**src/rtl/hex_scan_display.sv**
```systemverilog
// +----------------------------------------------------------------------------+
// | Module   : hex_scan_display                                                |
// | Desc     : Time-multiplexed hex display driver. It latches a value and      |
// |            scans its digits over one shared 7-segment bus.                 |
// |            Optional leading-zero blanking: define HEX_SCAN_LZB_EN.          |
// | Revision : 1.0  initial release                                            |
// +----------------------------------------------------------------------------+
`default_nettype none

module hex_scan_display #(
    parameter int DIGITS         = 4,
    parameter int DIVIDER        = 50000,
    parameter int GUARD          = 1,
    parameter int SEG_ACTIVE_LOW = 1
) (
    input  logic                  clk,
    input  logic                  rst_n,
    input  logic [4*DIGITS-1:0]   value,
    input  logic                  load,
    input  logic [DIGITS-1:0]     dp_mask,
    output logic [6:0]            seg,
    output logic                  dp,
    output logic [DIGITS-1:0]     an,
    output logic                  frame
);

    localparam int                c_SLOT_W    = (DIVIDER > 1) ? $clog2(DIVIDER) : 1;
    localparam int                c_IDX_W     = (DIGITS > 1) ? $clog2(DIGITS) : 1;
    localparam logic [c_SLOT_W-1:0] c_SLOT_LAST = c_SLOT_W'(DIVIDER - 1);
    localparam logic [c_IDX_W-1:0]  c_IDX_LAST  = c_IDX_W'(DIGITS - 1);
    localparam logic              c_OFF       = (SEG_ACTIVE_LOW != 0);

    logic [4*DIGITS-1:0] r_value;
    logic [DIGITS-1:0]   r_dp_mask;
    logic [c_SLOT_W-1:0] r_slot;
    logic [c_IDX_W-1:0]  r_index;
    logic [6:0]          r_seg;
    logic                r_dp;
    logic [DIGITS-1:0]   r_an;
    logic                r_frame;

    logic [3:0]          w_nibs [DIGITS];
    logic [DIGITS-1:0]   w_blank;
    logic [3:0]          w_nib;
    logic [6:0]          w_pat;
    logic                w_guard;
    logic                w_slot_wrap;
    logic                w_idx_wrap;
    logic [DIGITS-1:0]   w_onehot;

    generate
        for (genvar k = 0; k < DIGITS; k++) begin : g_nib
            assign w_nibs[k] = r_value[4*k +: 4];
        end
    endgenerate

`ifdef HEX_SCAN_LZB_EN
    // A digit is blank when it and every more significant nibble are zero.
    generate
        for (genvar k = 0; k < DIGITS; k++) begin : g_blank
            if (k == 0) begin : g_lsd
                assign w_blank[k] = 1'b0;
            end else begin : g_upper
                assign w_blank[k] = ~|r_value[4*DIGITS-1:4*k];
            end
        end
    endgenerate
`else
    assign w_blank = '0;
`endif

    assign w_nib       = w_nibs[r_index];
    assign w_guard     = (int'(r_slot) < GUARD);
    assign w_slot_wrap = (r_slot == c_SLOT_LAST);
    assign w_idx_wrap  = w_slot_wrap && (r_index == c_IDX_LAST);
    assign w_onehot    = DIGITS'(1) << r_index;

    always_comb begin
        w_pat = 7'b0000000;
        case (w_nib)
            4'h0: w_pat = 7'b0111111;
            4'h1: w_pat = 7'b0000110;
            4'h2: w_pat = 7'b1011011;
            4'h3: w_pat = 7'b1001111;
            4'h4: w_pat = 7'b1100110;
            4'h5: w_pat = 7'b1101101;
            4'h6: w_pat = 7'b1111101;
            4'h7: w_pat = 7'b0000111;
            4'h8: w_pat = 7'b1111111;
            4'h9: w_pat = 7'b1101111;
            4'hA: w_pat = 7'b1110111;
            4'hB: w_pat = 7'b1111100;
            4'hC: w_pat = 7'b0111001;
            4'hD: w_pat = 7'b1011110;
            4'hE: w_pat = 7'b1111001;
            4'hF: w_pat = 7'b1110001;
            default: w_pat = 7'b0000000;
        endcase
    end

    always_ff @(posedge clk) begin
        if (!rst_n) begin
            r_value   <= '0;
            r_dp_mask <= '0;
        end else if (load) begin
            r_value   <= value;
            r_dp_mask <= dp_mask;
        end
    end

    always_ff @(posedge clk) begin
        if (!rst_n) begin
            r_slot  <= '0;
            r_index <= '0;
        end else begin
            r_slot <= w_slot_wrap ? '0 : r_slot + 1'b1;
            if (w_slot_wrap) begin
                r_index <= (r_index == c_IDX_LAST) ? '0 : r_index + 1'b1;
            end
        end
    end

    // Output stage reflects the counter/index state of the previous cycle.
    always_ff @(posedge clk) begin
        if (!rst_n) begin
            r_an    <= {DIGITS{c_OFF}};
            r_seg   <= {7{c_OFF}};
            r_dp    <= c_OFF;
            r_frame <= 1'b0;
        end else begin
            r_frame <= w_idx_wrap;
            if (w_guard) begin
                r_an  <= {DIGITS{c_OFF}};
                r_seg <= {7{c_OFF}};
                r_dp  <= c_OFF;
            end else begin
                r_an  <= w_onehot ^ {DIGITS{c_OFF}};
                r_seg <= (w_blank[r_index] ? 7'b0000000 : w_pat) ^ {7{c_OFF}};
                r_dp  <= r_dp_mask[r_index] ^ c_OFF;
            end
        end
    end

    assign seg   = r_seg;
    assign dp    = r_dp;
    assign an    = r_an;
    assign frame = r_frame;

endmodule

`default_nettype wire

```
**config.mk**
```make
export PLATFORM = sky130hd
export DESIGN_NAME = hex_scan_display
export DESIGN_NICKNAME = d
export VERILOG_FILES = /design/src/rtl/hex_scan_display.sv
export SDC_FILE = /design/constraint.sdc
export NUM_CORES = 1
export LEC_CHECK = 0
export CAP_MARGIN = 0
export CELL_PAD_IN_SITES_DETAIL_PLACEMENT = 0
export CELL_PAD_IN_SITES_GLOBAL_PLACEMENT = 1
export CORE_MARGIN = 4
export CORE_UTILIZATION = 43
export CTS_BUF_LIST = sky130_fd_sc_hd__clkbuf_4
export DETAILED_ROUTE_END_ITERATION = 8
export GPL_TIMING_DRIVEN = 0
export PLACE_DENSITY_LB_ADDON = 0.1
export SETUP_SLACK_MARGIN = 0.5
export SLEW_MARGIN = 20
export SYNTH_ARGS = -nofsm -noshare
export SYNTH_HDL_FRONTEND = slang
export SYNTH_SLANG_ARGS = --single-unit
```
**constraint.sdc**
```tcl
create_clock -name clk -period 2.75 [get_ports clk]
set_input_delay 0.275 -clock clk [delete_from_list [all_inputs] [get_ports clk]]
set_output_delay 0.275 -clock clk [all_outputs]
set_load 0.005 [all_outputs]
```
==> impl_metrics.ini, run 1 <==
[worst_setup_path]
crit_chain = or4_4 > or4_4 > o21ai_4 > clkbuf_4 > nor2_1
r2r_cells = 5
critPathMaxStageDelay_ns = 0.59
rrSetupSlack_ns = 0.59
slowest_stage = or4_4
critPathCaptureType = flop
cp.required_ns = 3.03
cp_top_family = simple AND/OR/NAND/NOR gates
worstSetupStartpointType = flop
critical_path_class = flop to flop
r2r_end = r_slot[7]
crit_fanout = 10
cp.arrival_ns = 2.44
path_buf_inv = 1
cp_common_cell = or4_4
rr_startpoint = r_slot[12]

[routing]
num_vias = 1716
routedLengthMet1_mm = 2.34
firstDrtPassIters = 4
wl_met2_mm = 1.87
met3_length_um = 238
drt_iter0_markers = 76
top_layer = met4
wl_mm = 4.51
wl_per_cell_um = 13.0
vias_per_cell = 4.95
drc = 0
detail-route-antenna-nets = 0

[die]
dieArea_um2 = 6610
core-area_um2 = 5170
initial_core_util_pct = 44.7
ios = 36
die_height_um = 81.3
row_count = 26
die_x_um = 81.3

[synthesis]
synth_fa_ha_area_share_pct = 6.50
synth_compound_area_share_pct = 6.01
ys_warn_count = 0
post_synth_and_or_nand_nor_area_fraction_pct = 18.9
yosysSeqAreaShare_pct = 44.2
ys_types = 35
yosysTopAreaCell = dfxtp_1
synth_top_family_by_area = simple AND/OR/NAND/NOR gates
netlist_area_um2 = 2310
synth.area.top_cells = dfxtp_1 (44%), mux2i_1 (8.7%), ha_1 (6.5%)
ys_ff_latch = 51
synthCells = 236
synth_top_area_share_pct = 44.2
synthesis.nets = 271
synth_xor_area_share_pct = 5.69
avgSynthCellArea_um2 = 9.79
synth_mux_area_share_pct = 15.0

[global_routing]
grt_max_degree = 15
grt_pass1_wl_mm = 7.87
grt-ovfl-total = 0
antenna_found_initial = 0
grt_pass1_vias = 1633
globalRouteTotalUtil_pct = 15.6

[sta]
post-route-period-util_pct = 78.4
worst_slack_ns = 0.593
hold_violations = 0
slew_viol_final = 0
whs_ns = 0.484
fin_setup_tns_ns = 0
tightest_slew_ns = 0.752
rsz0062_at_grt = true
fmaxAchievable_mhz = 464
finClkSkew_ns = 0.00552
post-route-min-period_ns = 2.16
maxSlewHeadroom_pct = 49.9
setup_viol = 0

[placement]
placed_cell_area_um2 = 2740
pre_cts_ws_ns = 0.308
place_hpwl_mm = 3.40
numPortBuffers = 34
gp_congestion = 0.796

[pwr]
ir_drop_uv = 283
cellLeakagePower_nw = 1.12
p_per_area_nw_per_um2 = 492
power_w = 0.00139

[final_layout]
drive_gt1_share_pct = 7.94
area.growth.synth_to_final_pct = 22.4
layout.nets = 312
final_cell_area_um2 = 2830
n_antenna_cell = 0

[clocking]
cts-root-buf = clkbuf_4
cts_buffer_depth = 2
insertion_delay_ns = 0.37
post_cts_buffers = 0
cts.reportedPaths.clkPinSlew_ns = 0.14
htree_levels = 2
clock_sinks = 51
cts_tree = done
cts_buffers = 5

[hold_path]
hold_path_end = r_slot[0]
hold_start = r_slot[0]
hold_path_depth = 1
min_path_type = flop to flop

[job]
maxCapViolCount = 0

[outcome]
outcome = finished, final reports clean
final cells by class:
| type | instances | area [µm²] |
|---|---|---|
| Buffer | 12 | 53.8 |
| Timing Repair Buffer | 34 | 340 |
| Sequential cell | 51 | 1020 |
| Tap cell | 70 | 87.6 |
| Inverter | 10 | 37.5 |
| Multi-Input combinational cell | 163 | 1210 |
| Fill cell | 489 | 2350 |
| Clock buffer | 6 | 45.0 |
| Clock inverter | 1 | 30.0 |
worst reg2reg max path: stages, from the launching register on:
cell and delay (ns):
dfxtp_1 0.37, or4_4 0.55, or4_4 0.59, o21ai_4 0.23
clkbuf_4 0.26, nor2_1 0.07
state kept, by name, summed over array words and instances, names as in the netlist:
name and flops:
frame 1, dp 1, seg 7, r_value 16
an 4, r_index 2, r_slot 16, r_dp_mask 4
layout by cell type, fill, tap and decap left out, types with 3 or more instances in the layout:
cell type,instances
dfxtp_1,51
nor2_1,35
clkdlybuf4s50_1,34
mux2i_1,20
xor2_1,13
nand2_1,12
ha_1,12
inv_1,10
clkbuf_4,8
nand3_1,8
clkbuf_1,7
o21ai_0,7
a21oi_1,7
mux4_2,6
nand4_1,6
or3_1,4
and4_1,3
and3_1,3
o211ai_1,3
per-layer routing:
| layer | up-vias | global-route usage (%) |
|---|---|---|
| li1 | 895 | - |
| met1 | 773 | 22.2 |
| met2 | 41 | 22.9 |
| met3 | 7 | 4.21 |
| met4 | 0 | 5.07 |
| met5 | - | 0 |
worst max-delay path by stage:
stage                    start        end  slack, ns  depth (start not counted)
floorplan           r_index[0]     seg[3]       0.60                          6
global placement    r_index[0]     seg[3]       0.32                          6
finish              r_slot[12]  r_slot[7]       0.59                          5
CTS                 r_index[0]     seg[3]       0.51                          6
detailed placement  r_index[0]     seg[3]       0.31                          6
global route        r_index[0]     seg[3]       0.45                          6
kinds of logic after synthesis:
kind of cell / after synthesis
buffers and inverters: 22
muxes: 27
DFF: 51
adders and majority gates: 12
AOI/OAI and AO/OA: 23
xor gates and xnor gates: 15
and+or+nand+nor: 86
metrics by stage:
stage          utilization (%)  std cells
3_5_place_dp              52.9        340
3_3_place_gp              52.9        340
5_1_grt                   54.6        347
2_1_floorplan                -        236
6_report                  54.6        347
4_1_cts                   54.4        347
synthesized netlist by cell type, drive strengths merged:
cell	count
dfxtp	51
nor2	35
mux2i	20
xor2	13
ha	12
nand2	12
inv	10
clkbuf	8
nand3	8
o21ai	8
a21oi	7
mux4	6
nand4	6
buf	4
or3	4
or4	4
and3	3
and4	3
o211ai	3
and2	2
nor3b	2
nor4	2
o31ai	2
or2	2
xnor2	2
a31oi	1
mux2	1
nand2b	1
nand3b	1
nor4b	1
o21a	1
o221ai	1
power by group:
part	switching [W]	internal (W)
sequential	0.0000176	0.000773
clock	0.000231	0.000198
combinational	0.0000719	0.0000991
total	0.000320	0.00107
repair_timing:
action | in CTS | in global routing
hold buffers | 0 | 0
gates resized for setup | 1 | 4
pin swaps | 0 | 0
setup endpoints to repair | 5 | 13
Note: power is estimated with default switching activity, not from simulation.
==> run 2, diff against run 1 <==
--- a/config.mk
+++ b/config.mk
@@ -9,7 +9,7 @@
 export CELL_PAD_IN_SITES_DETAIL_PLACEMENT = 0
 export CELL_PAD_IN_SITES_GLOBAL_PLACEMENT = 1
 export CORE_MARGIN = 4
-export CORE_UTILIZATION = 43
+export CORE_UTILIZATION = 38
 export CTS_BUF_LIST = sky130_fd_sc_hd__clkbuf_4
 export DETAILED_ROUTE_END_ITERATION = 8
 export GPL_TIMING_DRIVEN = 0
==> constraint.sdc (replaced) <==
create_clock -name clk -period 1.8 [get_ports clk]
set_input_delay 0.18 -clock clk [delete_from_list [all_inputs] [get_ports clk]]
set_output_delay 0.18 -clock clk [all_outputs]
set_load 0.005 [all_outputs]
==> run 2 against run 1 <==
  * The flow now finishes with violations (negative setup slack)
  * Global-route usage down 0.48 points
  * Via count up 8.6%
  * Fmax up 10%
  * Non-clock buffer count up 22
  * Critical path depth down 1
  * Critical endpoint is now r_index[0]
  * Largest power group unchanged
==> impl_metrics.ini, run 2 (synthesized netlist as in run 1, its figures left out) <==
[sta]
rsz0062_at_grt = true
setup_viol = 23
fmaxAchievable_mhz = 510
maxSlewHeadroom_pct = 51.2
tightest_slew_ns = 0.732
finClkSkew_ns = 0.0155
post-route-period-util_pct = 109
worst_slack_ns = -0.161
slew_viol_final = 0
post-route-min-period_ns = 1.96
hold_violations = 0

[hold_path]
min_path_type = input port to flop

[die]
core-area_um2 = 5920
dieArea_um2 = 7390
die_height_um = 86.0
die_x_um = 86.0
row_count = 28
initial_core_util_pct = 39.0
ios = 36

[clocking]
htree_levels = 2
cts_buffers = 5
insertion_delay_ns = 0.37
cts_buffer_depth = 2
cts-root-buf = clkbuf_4
cts.reportedPaths.clkPinSlew_ns = 0.16
clock_sinks = 51
cts_tree = done
hold_buffers = 0

[routing]
drt_iter0_markers = 70
vias_per_cell = 4.97
num_vias = 1864
detail-route-antenna-nets = 0
drc = 0
firstDrtPassIters = 4
wl_per_cell_um = 14.0
wl_mm = 5.26

[final_layout]
area.growth.synth_to_final_pct = 37.4
final_cell_area_um2 = 3170
drive_gt1_share_pct = 28.3
finalNonFillerCells = 375
n_antenna_cell = 0
final_common_cell = dfxtp_1
layout.nets = 334
layout_common_cells = dfxtp_1 (43), nor2_1 (25), clkdlybuf4s50_1 (21)

[placement]
place_hpwl_mm = 3.45
numPortBuffers = 34
gp_congestion = 0.772
post-place-cells = 345
pre_cts_ws_ns = -0.237
placed_cell_area_um2 = 2820

[pwr]
p_per_area_nw_per_um2 = 649
cellLeakagePower_nw = 1.26
power_w = 0.00206
ir_drop_uv = 358

[worst_setup_path]
critPathCaptureType = flop
crit_fanout = 4
critPathMaxStageDelay_ns = 0.53
cp.required_ns = 2.11
crit_chain = or4_4 > or4_4 > or4_1 > a21oi_1
cp_common_cell = or4_4
worstSetupStartpointType = flop
cp.arrival_ns = 2.27
critical_path_class = flop to flop
slowest_stage = or4_4

[global_routing]
grt_pass1_wl_mm = 8.97
grt_max_degree = 17
grt-ovfl-total = 0
antenna_found_initial = 0
grt_pass1_vias = 1797
globalRouteTotalUtil_pct = 15.1

[outcome]
violations = negative setup slack
outcome = finished, violations left

[job]
maxCapViolCount = 0
==> run 2: metrics by stage <==
step                setup TNS, ns  utilization, %  hold WS (ns)
floorplan                  -0.422               -         0.327
CTS                         -2.09            51.7         0.382
global placement            -3.05            47.6         0.444
finish                      -1.70            53.6         0.405
detailed placement          -3.17            47.6         0.457
global route                -2.80            53.6         0.379
==> run 2: report_power, final <==
part | internal (W) | switching [W] | total, W
Sequential | 0.00118 | 0.0000268 | 0.00121
Clock | 0.000154 | 0.000376 | 0.000530
Combinational | 0.000184 | 0.000138 | 0.000322
==> run 2: final timing paths <==
kind                    from      endpoint  slack (ns)  cells past startpoint
setup reg to reg  r_slot[11]    r_index[0]       -0.16                      4
hold reg to reg    r_slot[0]     r_slot[0]        0.44                      1
hold / removal          load  r_dp_mask[0]        0.41                      3
setup / recovery  r_slot[11]    r_index[0]       -0.16                      4
==> run 2: worst max-delay path, delay by kind of cell (launching register included) <==
| family | cells | cell delay [ns] |
|---|---|---|
| flops | 1 | 0.35 |
| compound gates | 1 | 0.13 |
| simple gates | 3 | 1.41 |
==> run 2: cell type report <==
class	instances	area (µm²)
inverters	10	45.0
multi-input cells	163	1350
plain buffers	12	87.6
fillers	563	2750
clock buffers	5	37.5
well taps	75	93.8
repair buffers	56	512
flip-flops and latches	51	1030
clock inverters	3	18.8
==> run 2: timing repair <==
item	CTS	global route
endpoints found under the setup margin	43	30
setup buffers	13	7
endpoints found under the hold margin	0	0
pin swaps	19	9
gates resized for setup	42	26
cloned	2	0
==> run 2: per-layer routing <==
layer	vias to the layer above	wire [µm]	track usage [%]
met5	-	0	0
met4	0	67	4.32
met3	5	256	3.75
met2	44	2290	22.3
met1	864	2650	21.9
li1	951	-	-
